--- src/rtl/fpga_ccff_loader.sv ---
// Wishbone-programmable loader: shifts FIFO'd bitstream words MSB-first onto the fabric config chain.
// Define CCFF_READBACK_EN to capture ccff_tail_i into a readback register visible at DATA.
module fpga_ccff_loader #(
    parameter int CLK_DIV    = 4,
    parameter int FIFO_DEPTH = 4,
    parameter int LEN_W      = 20
) (
    input  logic        wb_clk_i,
    input  logic        wb_rst_i,
    input  logic        wbs_stb_i,
    input  logic        wbs_cyc_i,
    input  logic        wbs_we_i,
    input  logic [3:0]  wbs_sel_i,
    input  logic [31:0] wbs_adr_i,
    input  logic [31:0] wbs_dat_i,
    output logic        wbs_ack_o,
    output logic [31:0] wbs_dat_o,
    output logic        prog_clk_o,
    output logic        prog_reset_o,
    output logic        ccff_head_o,
    input  logic        ccff_tail_i,
    output logic        busy_o,
    output logic        done_irq_o
);

    localparam int PTR_W = (FIFO_DEPTH > 1) ? $clog2(FIFO_DEPTH) : 1;
    localparam int CNT_W = PTR_W + 1;
    localparam logic [7:0]       DIV_LAST = 8'(CLK_DIV - 1);
    localparam logic [CNT_W-1:0] DEPTH_C  = CNT_W'(FIFO_DEPTH);

    typedef enum logic [2:0] {
        S_IDLE, S_LOAD, S_WAIT, S_SHIFT_LO, S_SHIFT_HI, S_DONE
    } state_t;

    state_t           state_q, state_d;
    logic             ack_q;
    logic [31:0]      rdat_q;
    logic             progClk_q, progReset_q, doneIrq_q, done_q, overflow_q;
    logic [LEN_W-1:0] len_q, bitCnt_q, bitCntInc;
    logic [4:0]       wordBits_q;
    logic [7:0]       div_q, div_d;
    logic [31:0]      shreg_q;
    logic [31:0]      fifoMem [FIFO_DEPTH];
    logic [PTR_W-1:0] wrPtr_q, rdPtr_q;
    logic [CNT_W-1:0] count_q;
    logic [31:0]      readback, rdData;
    logic [1:0]       regSel;
    logic access, wrAcc, rdAcc, ctrlWr, lenWr, dataWr, abortReq, startGo, idleOrDone;
    logic fifoEmpty, fifoFull, pop, push, shiftStep, enterDone, divDone;

    assign access     = wbs_stb_i & wbs_cyc_i & ~ack_q;
    assign wrAcc      = access & wbs_we_i;
    assign rdAcc      = access & ~wbs_we_i;
    assign regSel     = wbs_adr_i[3:2];
    assign ctrlWr     = wrAcc && (regSel == 2'd0);
    assign lenWr      = wrAcc && (regSel == 2'd2);
    assign dataWr     = wrAcc && (regSel == 2'd3);
    assign idleOrDone = (state_q == S_IDLE) || (state_q == S_DONE);
    assign abortReq   = ctrlWr & wbs_dat_i[2];
    assign startGo    = ctrlWr & wbs_dat_i[0] & ~wbs_dat_i[2] & idleOrDone;
    assign fifoEmpty  = (count_q == '0);
    assign fifoFull   = (count_q == DEPTH_C);
    assign push       = dataWr & (~fifoFull | pop);
    assign divDone    = (div_q == DIV_LAST);
    assign bitCntInc  = bitCnt_q + LEN_W'(1);

    assign wbs_ack_o    = ack_q;
    assign wbs_dat_o    = rdat_q;
    assign prog_clk_o   = progClk_q;
    assign prog_reset_o = progReset_q;
    assign ccff_head_o  = shreg_q[31];
    assign busy_o       = ~idleOrDone;
    assign done_irq_o   = doneIrq_q;

    always_comb begin
        state_d   = state_q;
        pop       = 1'b0;
        shiftStep = 1'b0;
        enterDone = 1'b0;
        case (state_q)
            S_IDLE, S_DONE: begin
                if (startGo) begin
                    if (len_q == '0) begin
                        state_d   = S_DONE;
                        enterDone = 1'b1;
                    end else begin
                        state_d = S_LOAD;
                    end
                end
            end
            S_LOAD: begin
                if (fifoEmpty) begin
                    state_d = S_WAIT;
                end else begin
                    pop     = 1'b1;
                    state_d = S_SHIFT_LO;
                end
            end
            S_WAIT:     if (!fifoEmpty) state_d = S_LOAD;
            S_SHIFT_LO: if (divDone) state_d = S_SHIFT_HI;
            S_SHIFT_HI: begin
                if (divDone) begin
                    shiftStep = 1'b1;
                    if (bitCntInc == len_q) begin
                        state_d   = S_DONE;
                        enterDone = 1'b1;
                    end else if (wordBits_q == 5'd31) begin
                        state_d = S_LOAD;
                    end else begin
                        state_d = S_SHIFT_LO;
                    end
                end
            end
            default: state_d = S_IDLE;
        endcase
        if (abortReq) begin
            state_d   = S_IDLE;
            pop       = 1'b0;
            shiftStep = 1'b0;
            enterDone = 1'b0;
        end
    end

    // Divider restarts on every state change so each prog_clk phase lasts exactly CLK_DIV cycles.
    always_comb begin
        div_d = '0;
        if ((state_d == state_q) && ((state_q == S_SHIFT_LO) || (state_q == S_SHIFT_HI)))
            div_d = div_q + 8'd1;
    end

    always_ff @(posedge wb_clk_i) begin
        if (wb_rst_i) begin
            state_q     <= S_IDLE;
            div_q       <= '0;
            progClk_q   <= 1'b0;
            progReset_q <= 1'b0;
            doneIrq_q   <= 1'b0;
            done_q      <= 1'b0;
            overflow_q  <= 1'b0;
            len_q       <= '0;
            bitCnt_q    <= '0;
        end else begin
            state_q   <= state_d;
            div_q     <= div_d;
            progClk_q <= (state_d == S_SHIFT_HI);
            doneIrq_q <= enterDone;
            if (ctrlWr) progReset_q <= wbs_dat_i[1];
            if (lenWr && idleOrDone) len_q <= wbs_dat_i[LEN_W-1:0];
            if (startGo || abortReq) bitCnt_q <= '0;
            else if (shiftStep) bitCnt_q <= bitCntInc;
            if (startGo) begin
                done_q     <= 1'b0;
                overflow_q <= 1'b0;
            end
            if (enterDone) done_q <= 1'b1;
            if (dataWr && fifoFull && !pop) overflow_q <= 1'b1;
        end
    end

    // The final bit and the last bit of a word are not shifted away, so ccff_head_o holds them.
    always_ff @(posedge wb_clk_i) begin
        if (wb_rst_i) begin
            shreg_q    <= '0;
            wordBits_q <= '0;
        end else if (pop) begin
            shreg_q    <= fifoMem[rdPtr_q];
            wordBits_q <= '0;
        end else if (shiftStep) begin
            wordBits_q <= wordBits_q + 5'd1;
            if (state_d == S_SHIFT_LO) shreg_q <= {shreg_q[30:0], 1'b0};
        end
    end

    always_ff @(posedge wb_clk_i) begin
        if (push) fifoMem[wrPtr_q] <= wbs_dat_i;
    end

    always_ff @(posedge wb_clk_i) begin
        if (wb_rst_i || abortReq) begin
            wrPtr_q <= '0;
            rdPtr_q <= '0;
            count_q <= '0;
        end else begin
            if (push) wrPtr_q <= wrPtr_q + PTR_W'(1);
            if (pop) rdPtr_q <= rdPtr_q + PTR_W'(1);
            case ({push, pop})
                2'b10:   count_q <= count_q + CNT_W'(1);
                2'b01:   count_q <= count_q - CNT_W'(1);
                default: count_q <= count_q;
            endcase
        end
    end

    always_comb begin
        rdData = '0;
        case (regSel)
            2'd0:    rdData = {30'b0, progReset_q, 1'b0};
            2'd1:    rdData = {16'b0, 8'(count_q), 3'b0, overflow_q, fifoEmpty, fifoFull,
                               done_q, busy_o};
            2'd2:    rdData = 32'(len_q);
            default: rdData = readback;
        endcase
    end

    always_ff @(posedge wb_clk_i) begin
        if (wb_rst_i) begin
            ack_q  <= 1'b0;
            rdat_q <= '0;
        end else begin
            ack_q  <= access;
            rdat_q <= rdAcc ? rdData : 32'h0;
        end
    end

`ifdef CCFF_READBACK_EN
    logic [31:0] rb_q;
    logic [33:0] unusedBits;

    always_ff @(posedge wb_clk_i) begin
        if (wb_rst_i || startGo) rb_q <= '0;
        else if (shiftStep) rb_q <= {rb_q[30:0], ccff_tail_i};
    end

    assign readback   = rb_q;
    assign unusedBits = {wbs_sel_i, wbs_adr_i[31:4], wbs_adr_i[1:0]};
`else
    logic [34:0] unusedBits;

    assign readback   = 32'h0;
    assign unusedBits = {wbs_sel_i, wbs_adr_i[31:4], wbs_adr_i[1:0], ccff_tail_i};
`endif

endmodule

--- config.mk ---
export PLATFORM = sky130hd
export DESIGN_NAME = fpga_ccff_loader
export DESIGN_NICKNAME = d
export VERILOG_FILES = /design/src/rtl/fpga_ccff_loader.sv
export SDC_FILE = /design/constraint.sdc
export NUM_CORES = 1
export LEC_CHECK = 0
export ABC_AREA = 1
export BUFFER_PORTS_ARGS = -buffer_cell sky130_fd_sc_hd__buf_4
export CAP_MARGIN = 5
export CORE_MARGIN = 2
export CORE_UTILIZATION = 60
export CTS_BUF_LIST = sky130_fd_sc_hd__clkbuf_4
export CTS_CLUSTER_DIAMETER = 100
export DETAILED_ROUTE_END_ITERATION = 16
export GPL_ROUTABILITY_DRIVEN = 1
export HOLD_SLACK_MARGIN = 0.08
export PLACE_DENSITY = 0.84
export SLEW_MARGIN = 30
export SYNTH_ARGS = -nofsm -noshare
export SYNTH_HDL_FRONTEND = slang
export SYNTH_SLANG_ARGS = --single-unit
--- constraint.sdc ---
create_clock -name wb_clk_i -period 4.2 [get_ports wb_clk_i]
set_input_delay 0.42 -clock wb_clk_i [delete_from_list [all_inputs] [get_ports wb_clk_i]]
set_output_delay 0.42 -clock wb_clk_i [all_outputs]
set_load 0.005 [all_outputs]
======== Word level (Yosys, flattened, before mapping) ========
Memory sizes are Yosys's and may differ from the RTL's. A register that Yosys moved wholly into a read port is not among the register bits.
Cells that the tools add are included.
storage, ports and cells
  flip-flop bits (word level) ............. 133
  word-level logic and storage cells ...... 119
  output and inout bits ................... 38
  input bits .............................. 74
  memory bits (writable) .................. 128
  memories kept ........................... 1
operators by class
  muxes and demuxes ....................... 34
  equal/unequal tests ..................... 17
  bitwise gates (word level) .............. 17
  add/sub/neg operators ................... 7
  reduce and logical (&&, ||, !) cells .... 27
memory list
  name     depth  bits a word  rd ports  clocked after Yosys merged registers in  write ports  RTL line  RTL
  fifoMem  4      32           1         1                                        1            43        logic [31:0] fifoMem [FIFO_DEPTH];
operator list
  cell                     count
  $mux W32                 3
  $pmux W20 S3             1
  $mux W3                  7
  $add A20 B1 Y20 const B  1
  $eq A20 B20 Y1           1
  $logic_not A20 Y1        1
  $mux W1                  17
  $pmux W3 S5              1
  $eq A3 B3 Y1 const B     4
  $reduce_bool A2 Y1       5
  $reduce_or A2 Y1         5
  $and A1 B1 Y1            9
  $eq A3 B2 Y1 const B     3
  $add A8 B1 Y8 const B    1
  $eq A8 B2 Y1 const B     1
  $logic_and A1 B1 Y1      7
  $not A1 Y1               7
  $eq A2 B2 Y1 const B     3
  $logic_not A3 Y1         2
  $mux W2                  3
  $pmux W3 S2              1
  $add A5 B1 Y5 const B    1
  $eq A5 B5 Y1 const B     1
  $add A2 B1 Y2 const B    2
  11 further kinds         15

======== Logic depth before layout (Yosys ltp) ========
Gate-level depths: netlist of run 1.
  word-level depth ........................ 14
  gate-level depth with buffers ........... 20
  mapped depth without buffers ............ 19

======== Worst setup path before layout of run 1 ========
No wires, ideal clock.
  path kind ............................... input -> register
  from .................................... input wbs_stb_i
  to ...................................... memory fifoMem[0][0], enable pin
  buffers on the path ..................... 0
  required time ........................... 3.779 ns
  data arrival time ....................... 2.733 ns
  stages on the path ...................... 11
  slack ................................... 1.046 ns
  library setup time ...................... 0.421 ns
  cells stage by stage .................... nand2_1 -> nor2_1 -> inv_1 -> nor2_1 -> nand3_1 -> nor2_1 -> inv_2 -> nand2_1 -> nand2_1 -> nand2_1 -> nor2_1
on the way
  longest elaborated chain between the ends .. 10
  elaborated cells on any way between the ends .. 11
  classes of those cells .................. mux: 3; bitwise: 6; reduce/logical: 2
RTL lines
  element                          RTL line  RTL
  start, declared                  10        input logic wbs_stb_i,
  $and A1 B1 Y1 * (2 in series)    51        assign access = wbs_stb_i & wbs_cyc_i & ~ack_q;
  $and A1 B1 Y1 *                  52        assign wrAcc = access & wbs_we_i;
  $logic_and A1 B1 Y1              55        assign ctrlWr = wrAcc && (regSel == 2'd0);
  $and A1 B1 Y1                    59        assign abortReq = ctrlWr & wbs_dat_i[2];
  $mux W1                          116       if (abortReq) begin
  $or A1 B1 Y1                     63        assign push = dataWr & (~fifoFull | pop);
  $and A1 B1 Y1 *                  63
  $mux W1 *                        175       if (push) fifoMem[wrPtr_q] <= wbs_dat_i;
  $mux W1 (not written as such) *  175
  end, declared                    43
Mark *: on every way between the ends. The rest lies on a longest branch, timed or not.

======== Final worst setup path of run 1 ========
  from .................................... input wbs_cyc_i
  to ...................................... register count_q[2]
on the way
  longest elaborated chain between the ends .. 10
  elaborated cells on any way between the ends .. 14
  classes of those cells .................. eq/ne: 2; mux: 2; bitwise: 6; reduce/logical: 4
RTL lines
  element                                                   RTL line  RTL
  start, declared                                           11        input logic wbs_cyc_i,
  $and A1 B1 Y1 * (2 in series)                             51
  $and A1 B1 Y1 *                                           52
  $logic_and A1 B1 Y1                                       55
  $and A1 B1 Y1                                             59
  $mux W1                                                   116
  $or A1 B1 Y1                                              63
  $and A1 B1 Y1                                             63
  $eq A2 B1 Y1 / $eq A2 B2 Y1 (equally long branches)       186       case ({push, pop})
  $pmux W3 S2 / $reduce_bool A2 Y1 (equally long branches)  -
  end signal, assigned                                      187       2'b10: count_q <= count_q + CNT_W'(1);
  end signal, assigned                                      188       2'b01: count_q <= count_q - CNT_W'(1);
  end signal, assigned                                      189       default: count_q <= count_q;
  end, declared                                             45        logic [CNT_W-1:0] count_q;
Marked as above.
A chain may end at the register's enable or synchronous reset.

==> results of run 1 <==
==> layout make-up <==
type	instances	share of cell area
multi-input combinational	786	0.305
clock inverter	24	0.0119
antenna	1	0.000201
timing repair buffer	114	0.0779
tap	225	0.0227
sequential	251	0.507
inverter	79	0.0239
clock buffer	85	0.0513
==> power by group <==
part / switching, uW / internal (uW)
logic: 103 / 72.7
clock network: 950 / 1060
registers: 8.60 / 2580
total: 1060 / 3710
==> tightest hold or removal path: cells and delay by family <==
kind,cells,cell delay [ns]
buffers and inverters,2,0.15
AO/OA/AOI/OAI,1,0.10
AND/OR/NAND/NOR,1,0.07
==> state kept, by name, summed over array words and instances (netlist names), named ones only <==
signal,count
fifoMem,128
rdPtr_q,2
done_irq_o,1
overflow_q,1
wrPtr_q,2
wbs_ack_o,1
bitCnt_q,20
prog_clk_o,1
wbs_dat_o,20
len_q,20
div_q,8
count_q,3
shreg_q,32
wordBits_q,5
done_q,1
prog_reset_o,1
state_q,3
==> Yosys cell counts, drive strengths merged <==
library cell,instances,area [um^2]
ha,9,113
clkinv,2,7.51
o221ai,30,263
buf,22,158
edfxtp,128,3840
nand3,53,270
o22ai,2,12.5
xnor2,3,26.3
nor3b,3,22.5
a21oi,51,255
a211oi,1,7.51
and3,1,6.26
o31ai,1,7.51
o21ai,141,706
or2,4,25.0
nand4,15,93.8
nor2,204,793
nor3,19,95.1
fa,1,20.0
a32o,1,10.0
o21bai,2,18.8
nand2,208,798
inv,77,289
conb,1,3.75
and2,1,6.26
clkbuf,39,146
nand3b,3,22.5
a31o,1,8.76
dfxtp,123,2460
a221oi,1,8.76
nor4,4,25.0
xor2,8,70.1
a31oi,7,43.8
==> layer usage <==
layer,part of all wire,up-vias,wire length [um],global-route usage
met5,0,-,0,0
met4,0.026,0,631,0.103
met3,0.075,49,1870,0.0485
met2,0.50,389,12300,0.462
met1,0.40,4064,9990,0.340
li1,-,4257,-,-
==> metrics by stage <==
stage               utilization  hold slack (ns)  total power, uW  instance area, um^2
finish                    0.719            0.123             4770                12400
floorplan                     -            0.418             2720                10700
global route              0.719            0.115             4930                12400
CTS                       0.718           0.0928             4790                12400
global placement          0.653            0.430             2790                11300
detailed placement        0.653            0.442             2790                11300
==> logic make-up (layout without fill, tap and decap cells) <==
| group | count (synthesis) | count (layout) | share of synthesized area |
|---|---|---|---|
| simple gates | 515 | 515 | 0.203 |
| fa+ha+maj | 10 | 10 | 0.0125 |
| compound gates | 238 | 238 | 0.126 |
| buf+inv | 140 | 302 | 0.0565 |
| flops | 251 | 251 | 0.593 |
| other cells | 1 | 13 | 0.000352 |
| xor+xnor | 11 | 11 | 0.00906 |
==> worst min-delay path by stage <==
stage          cells after the start                      end                 from
4_1_cts                            4  wbs_dat_o[1]$_SDFF_PP0_         wbs_adr_i[2]
3_3_place_gp                       1      div_q[0]$_SDFF_PP0_  div_q[0]$_SDFF_PP0_
5_1_grt                            4  wbs_dat_o[1]$_SDFF_PP0_         wbs_adr_i[2]
2_1_floorplan                      1      div_q[0]$_SDFF_PP0_  div_q[0]$_SDFF_PP0_
3_5_place_dp                       1      div_q[0]$_SDFF_PP0_  div_q[0]$_SDFF_PP0_
6_report                           4  wbs_dat_o[1]$_SDFF_PP0_         wbs_adr_i[2]
==> what timing repair did <==
item	4_1_cts	5_1_grt
hold endpoints to repair	143	0
buffers inserted	0	0
hold buffers	35	0
==> run metrics, run 1 <==
outcome=completed; crit path to=count_q[2]$_SDFFE_PP0P_; R2R setup slack=0.85 ns; normalized max-slew margin=0.385; CP required=4.81 ns; wire per inst=15.8 um; DIE AREA=18800 um^2; vias in the first global route=8357; Yosys reg bits=251; Synth Cell Area=10600 um^2; Max-Cap Viols=0; worst r2r src=bitCnt_q[0]$_SDFFE_PP0P_; Layout Nets=1374; r2r worst-path depth=18; Ports=112; most frequent cells in the layout=205 x nand2_1, 194 x nor2_1, 136 x o21ai_0, 128 x edfxtp_1, 122 x dfxtp_1; Final Non-Filler Cells=1565; Worst EP arrival=4.32 ns; Setup Slack @ Placement=0.944 ns; sequential element share of the synthesized area=0.593; Setup crit end kind=register; share of layout cells above drive strength 1=0.146; crit-path cells=dlygate4sd3_1 -> buf_4 -> nand2_1 -> dlygate4sd3_1 -> nor2_1 -> inv_1 -> nor2_1 -> nand3_1 -> nor2_1 -> inv_2 -> nand2_1 -> nand2_1 -> nand2_1 -> ha_1 -> inv_1 -> fa_1 -> a21oi_1 -> o21ai_0 -> xor2_1 -> nor2_1; number of iterations in the first detailed-routing pass=5; CTS Buffer Depth=3; Placement Rows=48; post-cts resize count=0; Fillers=1261; Slew Viols, Final=0; RSZ-0062 raised after global routing=no; Stages on worst setup path=20; first-pass GRT wire length=39600 um; Synth Warn #=0; Worst-path clk slew=0.08 ns; Crit path largest cell delay=0.55 ns; DRT antenna net count=0; clk_lat worst skew=0.70 ns; Lkg Pwr=0.00462 uW; Fin. Hold Viols=0; vias=8759; clk_skew=0.0608 ns; Die Y-Extent=137 um; initial antenna violation count=1; clk root buf=clkbuf_4; Buf/Inv on CP=6; area grow syn2layout=16.8%; All-Layer GR Usage=0.269; Startpoint Class=primary input; total CTS buffers=58; GPL Wtd Cong=0.934; critical path class=primary input to register; Initial Utilization=0.615; H-tree depth=2; Placed Cells=1420; final WL=24700 um; Worst Path Max Fanout=9; Yosys cell types=44; register area=6310 um^2; CP max-delay cell=dlygate4sd3_1; Syn Inst Count=1166; CTS Sinks=251; Residual DRC=0; initial DRC count=850; Core ar.=17300 um^2; GRT overflow=0; port buffer count=64; Least-Margin Pin Slew=0.916 ns; VDD IR-drop max=0.000243 V; Fmax achieved=270 MHz; vias per inst=5.60; worst r2r dst=shreg_q[10]$_SDFFE_PP0P_; crit path from=wbs_cyc_i; Multi-input gate area=3790 um^2; setup_tns=0 ns; syn avg cell area=9.12 um^2; pin count of the biggest net entering global routing=62; HP Class=primary input to register; Top delay family on crit path=simple AND/OR/NAND/NOR gates; commonest non-fill, non-tap cell in the layout=nand2_1; power per cell area=384 nW/um^2; HPWL after detailed placement=15200 um; period utilization=0.883; # setup viols final=0; final setup margin=0.491 ns; Tmin final=3.71 ns; die width=137 um; CTS tree=built
(Power assumes the default switching activity.)
==> inputs of run 2 (changes only) <==
MAX_ROUTING_LAYER = met4   (was unset)
==> run metrics, run 2 (synthesis gave the netlist of run 1 again) <==
outcome=completed (unchanged); number of iterations in the first detailed-routing pass=5 (unchanged); area grow syn2layout=16.4% (was 16.8%); Placement Rows=48 (unchanged); Lkg Pwr=0.00459 uW (was 0.00462 uW); Max-Cap Viols=0 (unchanged); Multi-input gate area=3790 um^2 (about the same); Placed Cells=1421 (was 1420); initial antenna violation count=2 (was 1); total CTS buffers=59 (was 58); Ports=112 (unchanged); Top delay family on crit path=buffers and inverters (was simple AND/OR/NAND/NOR gates); design internal power=3600 uW (was 3710 uW); Buf/Inv on CP=6 (unchanged); vias per inst=5.59 (was 5.60); # setup viols final=0 (unchanged); Fmax achieved=270 MHz (about the same); Least-Margin Pin Slew=0.808 ns (was 0.916 ns); period utilization=0.883 (about the same); Fin. Hold Viols=0 (unchanged); Layout Nets=1376 (was 1374); clk_lat worst skew=0.71 ns (was 0.70 ns); normalized max-slew margin=0.460 (was 0.385); Setup crit end kind=register (unchanged); Fillers=1288 (was 1261); port buffer count=64 (unchanged); GRT met3 Usage=0.0489 (was 0.0485); CTS Sinks=251 (unchanged); Worst EP arrival=4.29 ns (was 4.32 ns); H-tree depth=2 (unchanged); initial DRC count=867 (was 850); die width=137 um (unchanged); CTS Buffer Depth=3 (unchanged); Startpoint Class=primary input (unchanged); met1 usage=0.343 (was 0.340); CTS tree=built (unchanged); final WL=25100 um (was 24700 um); largest registers=fifoMem: 128 flops, shreg_q: 32 flops (unchanged); Die Y-Extent=137 um (unchanged); critical path's most frequent cell=nor2_1; most used routing layer=met2 (unchanged); Slew Viols, Final=0 (unchanged); GRT overflow=0 (unchanged); most frequent cells in the layout=204 x nand2_1, 194 x nor2_1, 136 x o21ai_0, 128 x edfxtp_1, 122 x dfxtp_1 (was 205 x nand2_1, 194 x nor2_1, 136 x o21ai_0, 128 x edfxtp_1, 122 x dfxtp_1); clk root buf=clkbuf_4 (unchanged); setup_tns=0 ns (unchanged); post-CTS setup buffers=0 (unchanged); Net Sw Frac=0.229 (was 0.222); met2 Resource Use GR=0.460 (was 0.462); DRT antenna net count=0 (unchanged); register area=6310 um^2 (unchanged); CP required=4.78 ns (was 4.81 ns); clk_skew=0.0476 ns (was 0.0608 ns); pin count of the biggest net entering global routing=61 (was 62); GPL Wtd Cong=0.949 (was 0.934); Core ar.=17300 um^2 (unchanged); Biggest register=fifoMem (unchanged); All-Layer GR Usage=0.279 (was 0.269); commonest non-fill, non-tap cell in the layout=nand2_1 (unchanged); RSZ-0062 raised after global routing=no (unchanged); first-pass GRT wire length=39900 um (was 39600 um); critical path class=primary input to register (unchanged); DIE AREA=18800 um^2 (unchanged); Tmin final=3.71 ns (about the same); vias in the first global route=8317 (was 8357); Crit path largest cell delay=0.55 ns (about the same); final hold slack=0.134 ns (was 0.123 ns); HP Class=primary input to register (unchanged); CP max-delay cell=dlygate4sd3_1 (unchanged); Residual DRC=0 (unchanged); vias=8776 (was 8759); NetSw=1070 uW (was 1060 uW); VDD IR-drop max=0.000187 V (was 0.000243 V); max reg flops=128 (unchanged); Final Non-Filler Cells=1570 (was 1565); power per cell area=377 nW/um^2 (was 384 nW/um^2); Worst Path Max Fanout=9 (unchanged); Sequential Power Share=0.555 (was 0.543); HPWL after detailed placement=15400 um (was 15200 um); Initial Utilization=0.615 (unchanged); Comb power frac=0.038 (was 0.037); Worst-path clk slew=0.07 ns (was 0.08 ns); Clk network pwr share=0.407 (was 0.421); crit-path cells=dlygate4sd3_1 -> buf_4 -> nand2_1 -> dlygate4sd3_1 -> nor2_1 -> inv_1 -> nor2_1 -> nand3_1 -> nor2_1 -> inv_2 -> nand2_2 -> nand2_1 -> nand2_1 -> ha_1 -> inv_1 -> fa_1 -> a21oi_1 -> o21ai_0 -> xor2_1 -> nor2_1 (was dlygate4sd3_1 -> buf_4 -> nand2_1 -> dlygate4sd3_1 -> nor2_1 -> inv_1 -> nor2_1 -> nand3_1 -> nor2_1 -> inv_2 -> nand2_1 -> nand2_1 -> nand2_1 -> ha_1 -> inv_1 -> fa_1 -> a21oi_1 -> o21ai_0 -> xor2_1 -> nor2_1); wire per inst=16.0 um (was 15.8 um); share of layout cells above drive strength 1=0.144 (was 0.146)
-- run 2: per-layer routing --
| metal | wire length, um | part of all wire |
|---|---|---|
| met5 | 0 | 0 |
| met4 | 719 | 0.029 |
| met3 | 1830 | 0.073 |
| met2 | 12300 | 0.49 |
| met1 | 10200 | 0.41 |
-- run 2: cell type report --
class                      count  area share
clock buffer                  85      0.0515
multi-input combinational    786       0.306
tap                          225      0.0227
clock inverter                27     0.00940
timing repair buffer         115      0.0768
inverter                      79      0.0239
sequential                   251       0.509
antenna                        2    0.000404
-- run 2: path summary, 6_finish.rpt --
| kind | start | to | slack [ns] | cells past startpoint |
|---|---|---|---|---|
| worst max-delay path | wbs_cyc_i | count_q[2]$_SDFFE_PP0P_ | 0.49 | 20 |
| worst min-delay path | wbs_adr_i[2] | wbs_dat_o[1]$_SDFF_PP0_ | 0.13 | 4 |
| worst max register to register | bitCnt_q[0]$_SDFFE_PP0P_ | shreg_q[4]$_SDFFE_PP0P_ | 0.86 | 18 |
| worst min register to register | div_q[0]$_SDFF_PP0_ | div_q[0]$_SDFF_PP0_ | 0.47 | 1 |
-- run 2: worst min-delay path, cell delays in order --
cell and delay [ns]:
buf_4 0.09, inv_1 0.06, nand3_1 0.07, a31oi_1 0.11
-- run 2: timing repair --
action                                  CTS  global route
endpoints found under the hold margin   146             0
resized for setup                         0             1
hold buffers                             35             0
endpoints found under the setup margin    0             1
-- run 2: metrics by stage --
stage	total power, uW	setup WS (ns)	area [um^2]	utilization
6_report	4660	0.492	12400	0.716
4_1_cts	4690	0.443	12400	0.716
2_1_floorplan	2720	1.05	10700	-
3_5_place_dp	2790	0.833	11300	0.652
3_3_place_gp	2790	0.940	11300	0.652
5_1_grt	4830	0.150	12400	0.716
-- run 2: power by group through the flow --
stage	clock network, uW	registers (uW)	logic, uW
after floorplan	0	2640	75.3
after global placement	0	2650	142
after detailed placement	0	2650	145
after CTS	1920	2590	173
after global routing	2050	2590	190
final	1900	2590	176
==> inputs of run 3 (changes only) <==
ABC_AREA = unset   (was 1)
==> run metrics, run 3 <==
most frequent cells in the layout=128 x edfxtp_1, 122 x dfxtp_1, 93 x clkbuf_4, 90 x nor2_1, 83 x buf_4 (was 204 x nand2_1, 194 x nor2_1, 136 x o21ai_0, 128 x edfxtp_1, 122 x dfxtp_1); adder-cell share of the synthesized area=0.0120 (was 0.0125); critical path class=register to register (was primary input to register); area grow syn2layout=15.8% (was 16.4%); Crit path largest cell delay=0.48 ns (was 0.55 ns); clk root buf=clkbuf_4 (unchanged); number of flops mapped to enable cells by yosys=128 (unchanged); sequential element share of the synthesized area=0.571 (was 0.593); post-synthesis xor/xnor area fraction=0.0426 (was 0.00906); critical path's most frequent cell=inv_1 (was nor2_1); Yosys cell types=72 (was 44); Initial Utilization=0.612 (was 0.615); Slew Viols, Final=0 (unchanged); clk_lat worst skew=0.71 ns (about the same); vias=7801 (was 8776); Core ar.=18000 um^2 (was 17300 um^2); HPWL after detailed placement=14800 um (was 15400 um); HP Class=primary input to register (unchanged); Post-synth top cells=128 x edfxtp_1, 123 x dfxtp_1, 90 x nor2_1 (was 205 x nand2_1, 199 x nor2_1, 136 x o21ai_0); Residual DRC=0 (unchanged); complex-gate fraction of the synthesized area=0.111 (was 0.126); Tmin final=3.10 ns (was 3.71 ns); GRT overflow=0 (unchanged); Die Y-Extent=140 um (was 137 um); largest registers=fifoMem: 128 flops, shreg_q: 32 flops (unchanged); Synth Flop Type=edfxtp_1 (unchanged); Worst EP arrival=3.66 ns (was 4.29 ns); post-synthesis mux area share=0.0718 (was 0); clk_skew=0.0399 ns (was 0.0476 ns); Biggest register=fifoMem (unchanged); Buf/Inv on CP=3 (was 6); number of iterations in the first detailed-routing pass=5 (unchanged); top-count cell post-synth=edfxtp_1 (was nand2_1); Yosys top cell by area=edfxtp_1 (unchanged); Layout Nets=1124 (was 1376); share of layout cells above drive strength 1=0.242 (was 0.144); VDD IR-drop max=0.000309 V (was 0.000187 V); RSZ-0062 raised after global routing=no (unchanged); Startpoint Class=register (was primary input); initial antenna violation count=1 (was 2); CP max-delay cell=dfxtp_1 (was dlygate4sd3_1); vias per inst=5.90 (was 5.59); synth top area cells=edfxtp_1 35%, dfxtp_1 22%, mux4_2 6.5% (was edfxtp_1 36%, dfxtp_1 23%, nand2_1 7.2%); Post-synth ARST share=0 (unchanged); Synth Warn #=0 (unchanged); initial DRC count=828 (was 867); CTS Sinks=251 (unchanged); Worst-path clk slew=0.07 ns (about the same); power per cell area=374 nW/um^2 (was 377 nW/um^2); Fin. Hold Viols=0 (unchanged); Synth Area in Simple Gates=0.150 (was 0.203); normalized max-slew margin=0.460 (about the same); # setup viols final=0 (unchanged); All-Layer GR Usage=0.260 (was 0.279); Max-Cap Viols=0 (unchanged); Setup crit end kind=register (unchanged); crit-path cells=inv_1 -> nor4_2 -> a21bo_2 -> and3_1 -> nor2b_1 -> inv_1 -> ha_1 -> inv_1 -> fa_1 -> xor2_1 -> nor2_1 -> xnor2_1 -> nor2_1 (was dlygate4sd3_1 -> buf_4 -> nand2_1 -> dlygate4sd3_1 -> nor2_1 -> inv_1 -> nor2_1 -> nand3_1 -> nor2_1 -> inv_2 -> nand2_2 -> nand2_1 -> nand2_1 -> ha_1 -> inv_1 -> fa_1 -> a21oi_1 -> o21ai_0 -> xor2_1 -> nor2_1); setup_tns=0 ns (unchanged); final WL=24800 um (was 25100 um); port buffer count=64 (unchanged); Lkg Pwr=0.00443 uW (was 0.00459 uW); H-tree depth=2 (unchanged); first-pass GRT wire length=39400 um (was 39900 um); Yosys reg bits=251 (unchanged); Yosys top cell area share=0.348 (was 0.361); post-CTS setup buffers=0 (unchanged); total CTS buffers=61 (was 59); Ports=112 (unchanged); Least-Margin Pin Slew=0.807 ns (was 0.808 ns); die width=140 um (was 137 um); GPL Wtd Cong=0.887 (was 0.949); period utilization=0.738 (was 0.883); DRT antenna net count=0 (unchanged); commonest non-fill, non-tap cell in the layout=edfxtp_1 (was nand2_1); CTS tree=built (unchanged); Placement Rows=49 (was 48); CP required=4.76 ns (was 4.78 ns); largest family of logic cells by synthesized area=simple AND/OR/NAND/NOR gates (unchanged); final hold slack=0.148 ns (was 0.134 ns); Synth Cell Area=11000 um^2 (was 10600 um^2); syn avg cell area=11.9 um^2 (was 9.12 um^2); CTS Buffer Depth=3 (unchanged); wire per inst=18.7 um (was 16.0 um); max reg flops=128 (unchanged); pin count of the biggest net entering global routing=51 (was 61); Worst Path Max Fanout=9 (unchanged); outcome=completed (unchanged); Fmax achieved=323 MHz (was 270 MHz); Top delay family on crit path=simple AND/OR/NAND/NOR gates (was buffers and inverters); DIE AREA=19500 um^2 (was 18800 um^2); Syn Inst Count=924 (was 1166); vias in the first global route=7799 (was 8317)
-- run 3: per-layer routing --
metal	GRT usage	vias up	routed length, um
met1	0.326	3764	9900
met3	0.0420	61	1730
met5	-	-	0
li1	-	3646	-
met2	0.429	330	12500
met4	0.0974	0	648
-- run 3: worst register-to-register path, cell delays in order, from the launching register on --
cell	delay [ns]
dfxtp_1	0.48
inv_1	0.16
nor4_2	0.42
a21bo_2	0.28
and3_1	0.19
nor2b_1	0.45
inv_1	0.10
ha_1	0.22
inv_1	0.07
fa_1	0.18
xor2_1	0.16
nor2_1	0.07
xnor2_1	0.15
nor2_1	0.05
-- run 3: cells by family after synthesis --
logic type	Yosys count
fa+ha+maj	10
buf+inv	89
flops	251
compound gates	169
mux	39
other cells	1
xor+xnor	52
simple gates	313
-- run 3: repair_timing --
action | CTS | global route
resized for setup | 0 | 0
hold buffers | 37 | 0
endpoints found under the hold margin | 159 | 0
-- run 3: path summary, 6_finish.rpt --
kind                                                 end  slack, ns                     start  depth (start not counted)
worst max register to register   count_q[2]$_SDFFE_PP0P_       1.10     state_q[0]$_SDFF_PP0_                         13
worst max-delay path             count_q[2]$_SDFFE_PP0P_       1.10     state_q[0]$_SDFF_PP0_                         13
worst min-delay path             wbs_dat_o[1]$_SDFF_PP0_       0.15              wbs_adr_i[3]                          5
worst min register to register  shreg_q[12]$_SDFFE_PP0P_       0.47  shreg_q[12]$_SDFFE_PP0P_                          2
-- run 3: metrics by stage --
stage          total power, uW  instances  setup WS (ns)  area (um^2)  utilization
3_3_place_gp              2750       1169           1.10        11600        0.643
6_report                  4780       1323           1.10        12800        0.709
5_1_grt                   4940       1322          0.886        12800        0.709
2_1_floorplan             2700        935           1.24        11100            -
4_1_cts                   4810       1321           1.15        12800        0.709
3_5_place_dp              2750       1169           1.06        11600        0.643
-- run 3: power by group --
part	total, uW	internal [uW]	switching, uW
Sequential	2580	2580	6.21
Combinational	145	64.9	80.1
Clock	2050	1080	974
Total	4780	3720	1060
-- run 3: layout make-up --
type	instances	area (um^2)
clock buffers	93	698
well taps	229	287
repair buffers	120	993
fillers	1244	5250
multi-input cells	595	4330
flip-flops and latches	251	6310
diodes	2	5.00
clock inverters	22	119
inverters	11	41.3
